--- config.mk ---
export PLATFORM = sky130hd
export DESIGN_NAME = kernel_cache_loader
export DESIGN_NICKNAME = d
export VERILOG_FILES = /design/src/rtl/kernel_cache_loader.sv
export SDC_FILE = /design/constraint.sdc
export NUM_CORES = 1
export LEC_CHECK = 0
export BUFFER_PORTS_ARGS = -buffer_cell sky130_fd_sc_hd__buf_2
export CELL_PAD_IN_SITES_DETAIL_PLACEMENT = 1
export CELL_PAD_IN_SITES_GLOBAL_PLACEMENT = 2
export CORE_ASPECT_RATIO = 1.25
export CORE_UTILIZATION = 42
export CTS_BUF_LIST = sky130_fd_sc_hd__clkbuf_4
export CTS_CLUSTER_DIAMETER = 60
export DETAILED_ROUTE_END_ITERATION = 7
export PLACE_DENSITY_LB_ADDON = 0.2
export SLEW_MARGIN = 20
export SYNTH_ARGS = -nofsm -noshare
export SYNTH_HDL_FRONTEND = slang
export SYNTH_SLANG_ARGS = --single-unit
export TNS_END_PERCENT = 10
--- constraint.sdc ---
create_clock -name clk -period 4 [get_ports clk]
set_clock_uncertainty 0.1 [all_clocks]
set_input_delay 0.4 -clock clk [delete_from_list [all_inputs] [get_ports clk]]
set_output_delay 0.4 -clock clk [all_outputs]
set_load 0.02 [all_outputs]
--- src/rtl/kernel_cache_loader.sv ---
// Kernel cache loader: shifts BUS-wide nibbles MSB-first into ROWS 24-bit rows,
// then pulses done and publishes cache_valid until the next start/abort/reset.
module kernel_cache_loader #(
    parameter int unsigned BUS  = 4,
    parameter int unsigned ROWS = 3
) (
    input  logic            clk,
    input  logic            rst,
    input  logic            start,
    input  logic            abort,
    input  logic [BUS-1:0]  data_in,
    input  logic            data_valid,
    output logic            data_ready,
    output logic [23:0]     cache [0:ROWS-1],
    output logic            cache_valid,
    output logic            busy,
    output logic            done
);

    localparam int unsigned ROW_BITS = 24;
    localparam int unsigned NIBS     = ROW_BITS / BUS;
    localparam int unsigned NIB_W    = (NIBS > 1) ? $clog2(NIBS) : 1;
    localparam int unsigned ROW_W    = (ROWS > 1) ? $clog2(ROWS) : 1;

    typedef enum logic [1:0] {
        IDLE = 2'd0,
        LOAD = 2'd1,
        DONE = 2'd2
    } state_t;

    state_t            state;
    state_t            state_nx;
    logic [NIB_W-1:0]  nib_cnt;
    logic [ROW_W-1:0]  row_cnt;
    logic              start_acc;
    logic              xfer;
    logic              last_xfer;

    // abort wins over a coincident transfer, so it masks xfer
    assign start_acc = (state == IDLE) && start;
    assign xfer      = (state == LOAD) && data_valid && !abort;
    assign last_xfer = xfer && (nib_cnt == NIB_W'(NIBS - 1)) && (row_cnt == ROW_W'(ROWS - 1));

    // next-state logic
    always_comb begin
        state_nx = state;
        case (state)
            IDLE: if (start) state_nx = LOAD;
            LOAD: begin
                if (abort)          state_nx = IDLE;
                else if (last_xfer) state_nx = DONE;
            end
            DONE:    state_nx = IDLE;
            default: state_nx = IDLE;
        endcase
    end

    // state and registered status outputs
    always_ff @(posedge clk or posedge rst) begin
        if (rst) begin
            state       <= IDLE;
            data_ready  <= 1'b0;
            busy        <= 1'b0;
            done        <= 1'b0;
            cache_valid <= 1'b0;
        end else begin
            state      <= state_nx;
            data_ready <= (state_nx == LOAD);
            busy       <= (state_nx != IDLE);
            done       <= (state_nx == DONE);
            if (start_acc || ((state == LOAD) && abort))
                cache_valid <= 1'b0;
            else if (state == DONE)
                cache_valid <= 1'b1;
        end
    end

    // nibble/row position within the load
    always_ff @(posedge clk or posedge rst) begin
        if (rst) begin
            nib_cnt <= '0;
            row_cnt <= '0;
        end else if (start_acc) begin
            nib_cnt <= '0;
            row_cnt <= '0;
        end else if (xfer) begin
            if (nib_cnt == NIB_W'(NIBS - 1)) begin
                nib_cnt <= '0;
                row_cnt <= row_cnt + ROW_W'(1);
            end else begin
                nib_cnt <= nib_cnt + NIB_W'(1);
            end
        end
    end

    // only the addressed row shifts; others hold their previous contents
    always_ff @(posedge clk or posedge rst) begin
        if (rst) begin
            for (int unsigned r = 0; r < ROWS; r++)
                cache[r] <= '0;
        end else if (xfer) begin
            for (int unsigned r = 0; r < ROWS; r++)
                if (row_cnt == ROW_W'(r))
                    cache[r] <= {cache[r][ROW_BITS-BUS-1:0], data_in};
        end
    end

endmodule

==> results of run 1 <==
synth_stat cells:
cell        n  area, um2
ha_1        3       37.5
o21a_1      2       15.0
a21boi_0    1       7.51
inv_1       4       15.0
o21ai_0     5       25.0
and3b_1     1       8.76
dfrtp_1    83       2080
or3b_2      1       8.76
nand4bb_1   1       11.3
mux2_4     56        841
o211ai_1    1       7.51
nand3b_1    1       7.51
nor2_1      3       11.3
nand2_1     3       11.3
a21oi_1     3       15.0
and4bb_1    1       12.5
nand3_1     4       20.0
nand2b_1    2       12.5
and2_1      1       6.26
nand2_4     3       33.8
buf_6       7       78.8
nand4b_1    1       8.76
mux2_2     16        180
registers in the layout, summed over array words and instances (netlist names):
register / flops
cache: 72
done: 1
cache_valid: 1
row_cnt: 2
nib_cnt: 3
data_ready: 1
busy: 1
state: 2
worst max path at each step:
stage	startpoint	end	slack, ns	depth (start not counted)
after CTS	state[1]	cache[12]	2.01	3
after floorplan	rst	busy	1.36	1
after detailed placement	abort	cache[40]	1.91	4
final	state[1]	cache[56]	2.05	3
after global placement	abort	cache[70]	1.95	4
after global routing	state[1]	cache[12]	1.92	3
cell type report:
| class | instances | area [um2] |
|---|---|---|
| Timing Repair Buffer | 86 | 438 |
| Inverter | 4 | 16.3 |
| Fill cell | 809 | 3810 |
| Clock inverter | 5 | 53.8 |
| Clock buffer | 11 | 82.6 |
| Sequential cell | 83 | 2080 |
| Tap cell | 95 | 119 |
| Multi-Input combinational cell | 109 | 1280 |
layer usage:
metal  vias to the layer above  wire length [um]
met1                      1005              2970
met2                        64              2950
met3                        11               310
met4                         0               159
met5                         -                 0
li1                        893                 -
worst reg2reg max path, stage by stage (launching register included):
cell and delay [ns]:
dfrtp_1 0.44, and4bb_1 0.56, nand2_4 0.35, mux2_4 0.41
report_power, final:
group          switching [mW]  leakage [nW]  internal, mW
Sequential             0.0919          1.11         0.955
Clock                   0.269        0.0806         0.203
Combinational           0.248          1.17         0.224
metrics by stage:
stage	instances	hold WS, ns	util [%]	cell area, um2	setup WS, ns
floorplan	203	0.382	-	3450	1.36
global placement	376	0.386	49.7	3920	1.95
detailed placement	376	0.390	49.7	3920	1.91
CTS	393	0.146	51.6	4070	2.01
global route	393	0.156	51.6	4070	1.92
finish	393	0.179	51.6	4070	2.05
repair_timing:
item | 4_1_cts | 5_1_grt
hold endpoints to repair | 17 | 0
hold buffers | 1 | 0
buffers inserted | 0 | 0
cells by family after synthesis:
group                    share of synthesized area, %
flip-flops                                       60.2
multiplexers                                     29.6
AND/OR/NAND/NOR                                  4.42
AO/OA/AOI/OAI                                    2.03
buffers and inverters                            2.72
adder cells (fa/ha/maj)                          1.09
==> qor.yml, run 1 <==
status: "finished, final reports clean"
layout_commonest_cell: "buf_2"
fin_nets: 305
start_util_pct: 43.8
cts_max_path_buffers: 2
irDropWorstVdd_mv: 0.281
yosysWarnings: 0
clock_latency_ns: 0.41
fp-row-count: 36
vias: 1973
ys_types: 23
critPathKind: "reg2reg"
tightest_slew_ns: 0.800
tns_ns: 0
min_period_ns: 1.95
crit_family: "simple AND/OR/NAND/NOR gates"
reg2regPathDepth: 3
setup_viol: 0
area_growth_pct: 17.8
synth_area_um2: 3450
wl_per_cell_um: 16.2
relSlewSlack_pct: 46.6
final_antenna_net_count: 0
syn-num-nets: 215
ys_seq_area_share_pct: 60.2
crit_chain: "and4bb_1, nand2_4, mux2_4"
rrSetupSlack_ns: 2.05
dp_hpwl_mm: 4.42
grt_pass1_wl_mm: 10.6
hold_depth: 2
netlist_instances: 203
num_antenna_cells: 0
grt_overflow: 0
use_met1_pct: 22.1
die_w_um: 83.1
coreArea_um2: 7880
min_from: "data_in[0]"
gp_congestion: 0.684
cpPeakStageDelay_ns: 0.56
vias_per_cell: 5.02
io_buffer_count: 84
finalWirelength_mm: 6.38
dieArea_um2: 8590
cp.required_ns: 4.20
crit_path_start_kind: "flop"
cts_buffers: 9
critPathArrivalTime_ns: 2.15
critPathBufInv: 0
grt_pass1_vias: 2008
dr.first_iter.drc_count: 72
hold_violations: 0
finalCritPeriodShare_pct: 48.8
p_total_mw: 1.99
drv_cap: 0
cts_tree: "done"
drive_gt1_share_pct: 59.7
grt.busiest_layer: "met2"
grt_max_degree: 47
clock-sinks: 83
timing.rr.end: "cache[56]"
antenna_found_initial: 0
rsz0062_at_grt: "false"
cts_root_buf: "clkbuf_4"
power.density_nw_per_um2: 489
grt_usage_pct: 16.1
layout_common_cells: "84 x buf_2, 83 x dfrtp_1, 56 x mux2_4, 16 x mux2_2, 11 x clkbuf_4"
post_cts_resized: 0
power_leakage_nw: 2.36
yosys_register_bits: 83
htreeDepth: 3
critPathMaxFanout: 24
end_kind: "flop"
fmax_mhz: 512
io-pin-count: 85
syn_area_per_cell_um2: 17.0
firstDrtPassIters: 4
hp-class: "in2reg"
drv_slew: 0
drt_drc_violations_left: 0
clk_pin_slew_ns: 0.12
whs_endpoint: "cache[0]"
r2r-start: "state[1]"
grt_util_met3_pct: 3.49
fp.dieH_um: 103
crit_path_top_delay_cell: "and4bb_1"
use_met2_pct: 23.7
(Power assumes the default switching activity.)
==> inputs of run 2 (changes only) <==
- ABC_AREA: unset -> 1
- CORE_UTILIZATION: 42 -> 29
- clock period: 4 -> 1.6 ns (I/O delays scaled with it)
==> run 2 against run 1 <==
Design area increased by 1.1%. Synthesized cell count grew 82%. Largest cell class unchanged. Worst setup slack worse by 2.1 ns. Routed wire length is 30% higher. The flow now finishes with violations (design-rule violations, negative setup slack). Count of clock-buffer cells in the layout decreased by 1. First-iteration DRC count rose by 130%. Flip-flop and latch count did not move. Critical endpoint is now cache[49].
==> qor.yml, run 2 <==
synth_fa_ha_area_share_pct: 1.12
cpPeakStageDelay_ns: 0.41
io-pin-count: 85
layout_common_cells: "151 x nand2_1, 84 x buf_2, 83 x dfrtp_1, 66 x nand3_1, 13 x inv_1"
drive_gt1_share_pct: 24.7
worstSetupEndpoint: "cache[49]"
fmax_mhz: 619
fp.dieH_um: 122
critPathMaxFanout: 28
status: "complete, but fails checks"
clock_latency_ns: 0.44
grt_pass1_wl_mm: 13.9
top_regs: "cache (72), nib_cnt (3)"
cts_root_buf: "clkbuf_4"
final_antenna_net_count: 0
hold_slack_ns: 0.0788
crit_path_start_kind: "flop"
gp_congestion: 0.686
yosysWarnings: 0
fin_ws_ns: -0.0163
grt_pass1_vias: 2735
yosys-mux-area-fraction_pct: 0
yosysTopAreaCell: "dfrtp_1"
largest_reg_flops: 72
crit_family: "simple AND/OR/NAND/NOR gates"
regMostFlops: "cache"
cts_tree: "done"
crit_chain: "inv_2, nand2_2, nor2_4, nand2_2, o21ai_0"
finalCritPeriodShare_pct: 101
yosys.area_share.simple_pct: 29.3
synthFlopType: "dfrtp_1"
ys_types: 18
p_total_mw: 4.70
coreArea_um2: 11200
fp-row-count: 43
vias_per_cell: 4.64
relSlewSlack_pct: 66.0
power_leakage_nw: 2.41
cts_setup_buffers: 0
rrSetupSlack_ns: -0.02
firstDrtPassIters: 6
grt_max_degree: 84
worstSetupPathDepth: 5
die_w_um: 98.1
drv_cap: 0
r2r-start: "state[1]"
finalWirelength_mm: 8.31
critPathBufInv: 1
multi_input_area_um2: 1100
antenna_found_initial: 0
cts_max_path_buffers: 2
dp_hpwl_mm: 5.31
num_antenna_cells: 0
synth_xor_area_share_pct: 0
violations: "design-rule violations, negative setup slack"
critPathKind: "reg2reg"
syn-num-nets: 382
place_area_um2: 3920
synth-async-reset-ratio_pct: 100
critPathArrivalTime_ns: 1.87
crit_path_frequent_cell: "nand2_2"
synth_edf_count: 0
crit_start: "state[1]"
io_buffer_count: 84
grt_overflow: 0
hp-class: "in2reg"
drv_slew: 0
min_period_ns: 1.62
stdcell_area_um2: 4110
drt_drc_violations_left: 7
netlist_instances: 370
ys_top_cells_by_area: "dfrtp_1 62%, nand2_1 17%, nand3_1 9.9%, inv_1 1.6%, o21ai_0 1.5%"
yosysMostFrequentCell: "nand2_1"
place_ws_ns: -0.0254
end_kind: "flop"
tightest_slew_ns: 0.508
area_growth_pct: 22.9
synth_top_area_share_pct: 62.1
syn_area_per_cell_um2: 9.05
hold_violations: 0
wl_per_cell_um: 13.9
synth_area_um2: 3350
irDropWorstVdd_mv: 0.383
yosys_register_bits: 83
grt_usage_pct: 15.0
clk_pin_slew_ns: 0.12
clock-sinks: 83
vias: 2770
setup_viol: 3
reg2regPathDepth: 5
timing.rr.end: "cache[49]"
tns_ns: -0.0290
stdcell_count: 597
ys_seq_area_share_pct: 62.1
power.density_nw_per_um2: 1140
nFillCells: 1346
synth_top_family_by_area: "simple AND/OR/NAND/NOR gates"
cts_buffers: 9
fin_nets: 470
layout_commonest_cell: "nand2_1"
final_util_pct: 36.8
yosys-top-cells-count: "151 x nand2_1, 83 x dfrtp_1, 66 x nand3_1"
post_cts_resized: 0
rsz0062_at_grt: "true"
seq_area_um2: 2080
start_util_pct: 29.9
crit_path_top_delay_cell: "dfrtp_1"
dieArea_um2: 12000
hold_depth: 6
place_inst: 576
dr.first_iter.drc_count: 166
synth_compound_area_share_pct: 2.43
cp.required_ns: 1.86
htreeDepth: 3
## run 2: cell types whose count changed in the layout (fill, tap and decap cells not counted), moves of 10 or more
cell     delta
mux2_2     -16
nand2_1   +148
nand3_1    +62
inv_1      +10
mux2_4     -56
## run 2: how the worst min path moves through the flow
stage	start	to
2_1_floorplan	abort	busy
3_3_place_gp	rst	nib_cnt[1]
3_5_place_dp	rst	nib_cnt[1]
4_1_cts	data_valid	nib_cnt[0]
5_1_grt	data_valid	nib_cnt[0]
6_report	data_valid	nib_cnt[0]
## run 2: where the power goes
part           internal, mW  switching (mW)
logic                 0.311           0.632
clock network         0.480           0.717
registers              2.35           0.212
total                  3.14            1.56
## run 2: timing repair
action | CTS | global route
endpoints found under the hold margin | 99 | 0
cloned | 0 | 0
setup endpoints to repair | 9 | 48
hold buffers | 6 | 0
## run 2: final cells by class
type,instances,area share [%]
Clock buffer,10,1.82
Inverter,15,1.46
Tap cell,135,4.11
Timing Repair Buffer,98,14.1
Multi-Input combinational cell,251,26.7
Clock inverter,5,1.34
Sequential cell,83,50.5
## run 2: tightest hold or removal path: cells and delay by family
kind | cells | cell delay, ns
AOI/OAI and AO/OA | 1 | 0.07
buffers and inverters | 2 | 0.14
and+or+nand+nor | 3 | 0.23
## run 2: kinds of logic (layout without fill, tap and decap cells)
logic type | count (synthesis) | after routing
simple gates | 232 | 232
flops | 83 | 83
compound gates | 16 | 16
fa+ha+maj | 3 | 3
buf+inv | 36 | 128
## run 2: routing by layer
metal  routed length, um  track usage, %  vias to the layer above
li1                    -               -                     1353
met3                 377            2.98                       11
met2                3810            22.4                       65
met1                3930            20.2                     1341
met4                 198            8.52                        0
met5                   0               0                        -
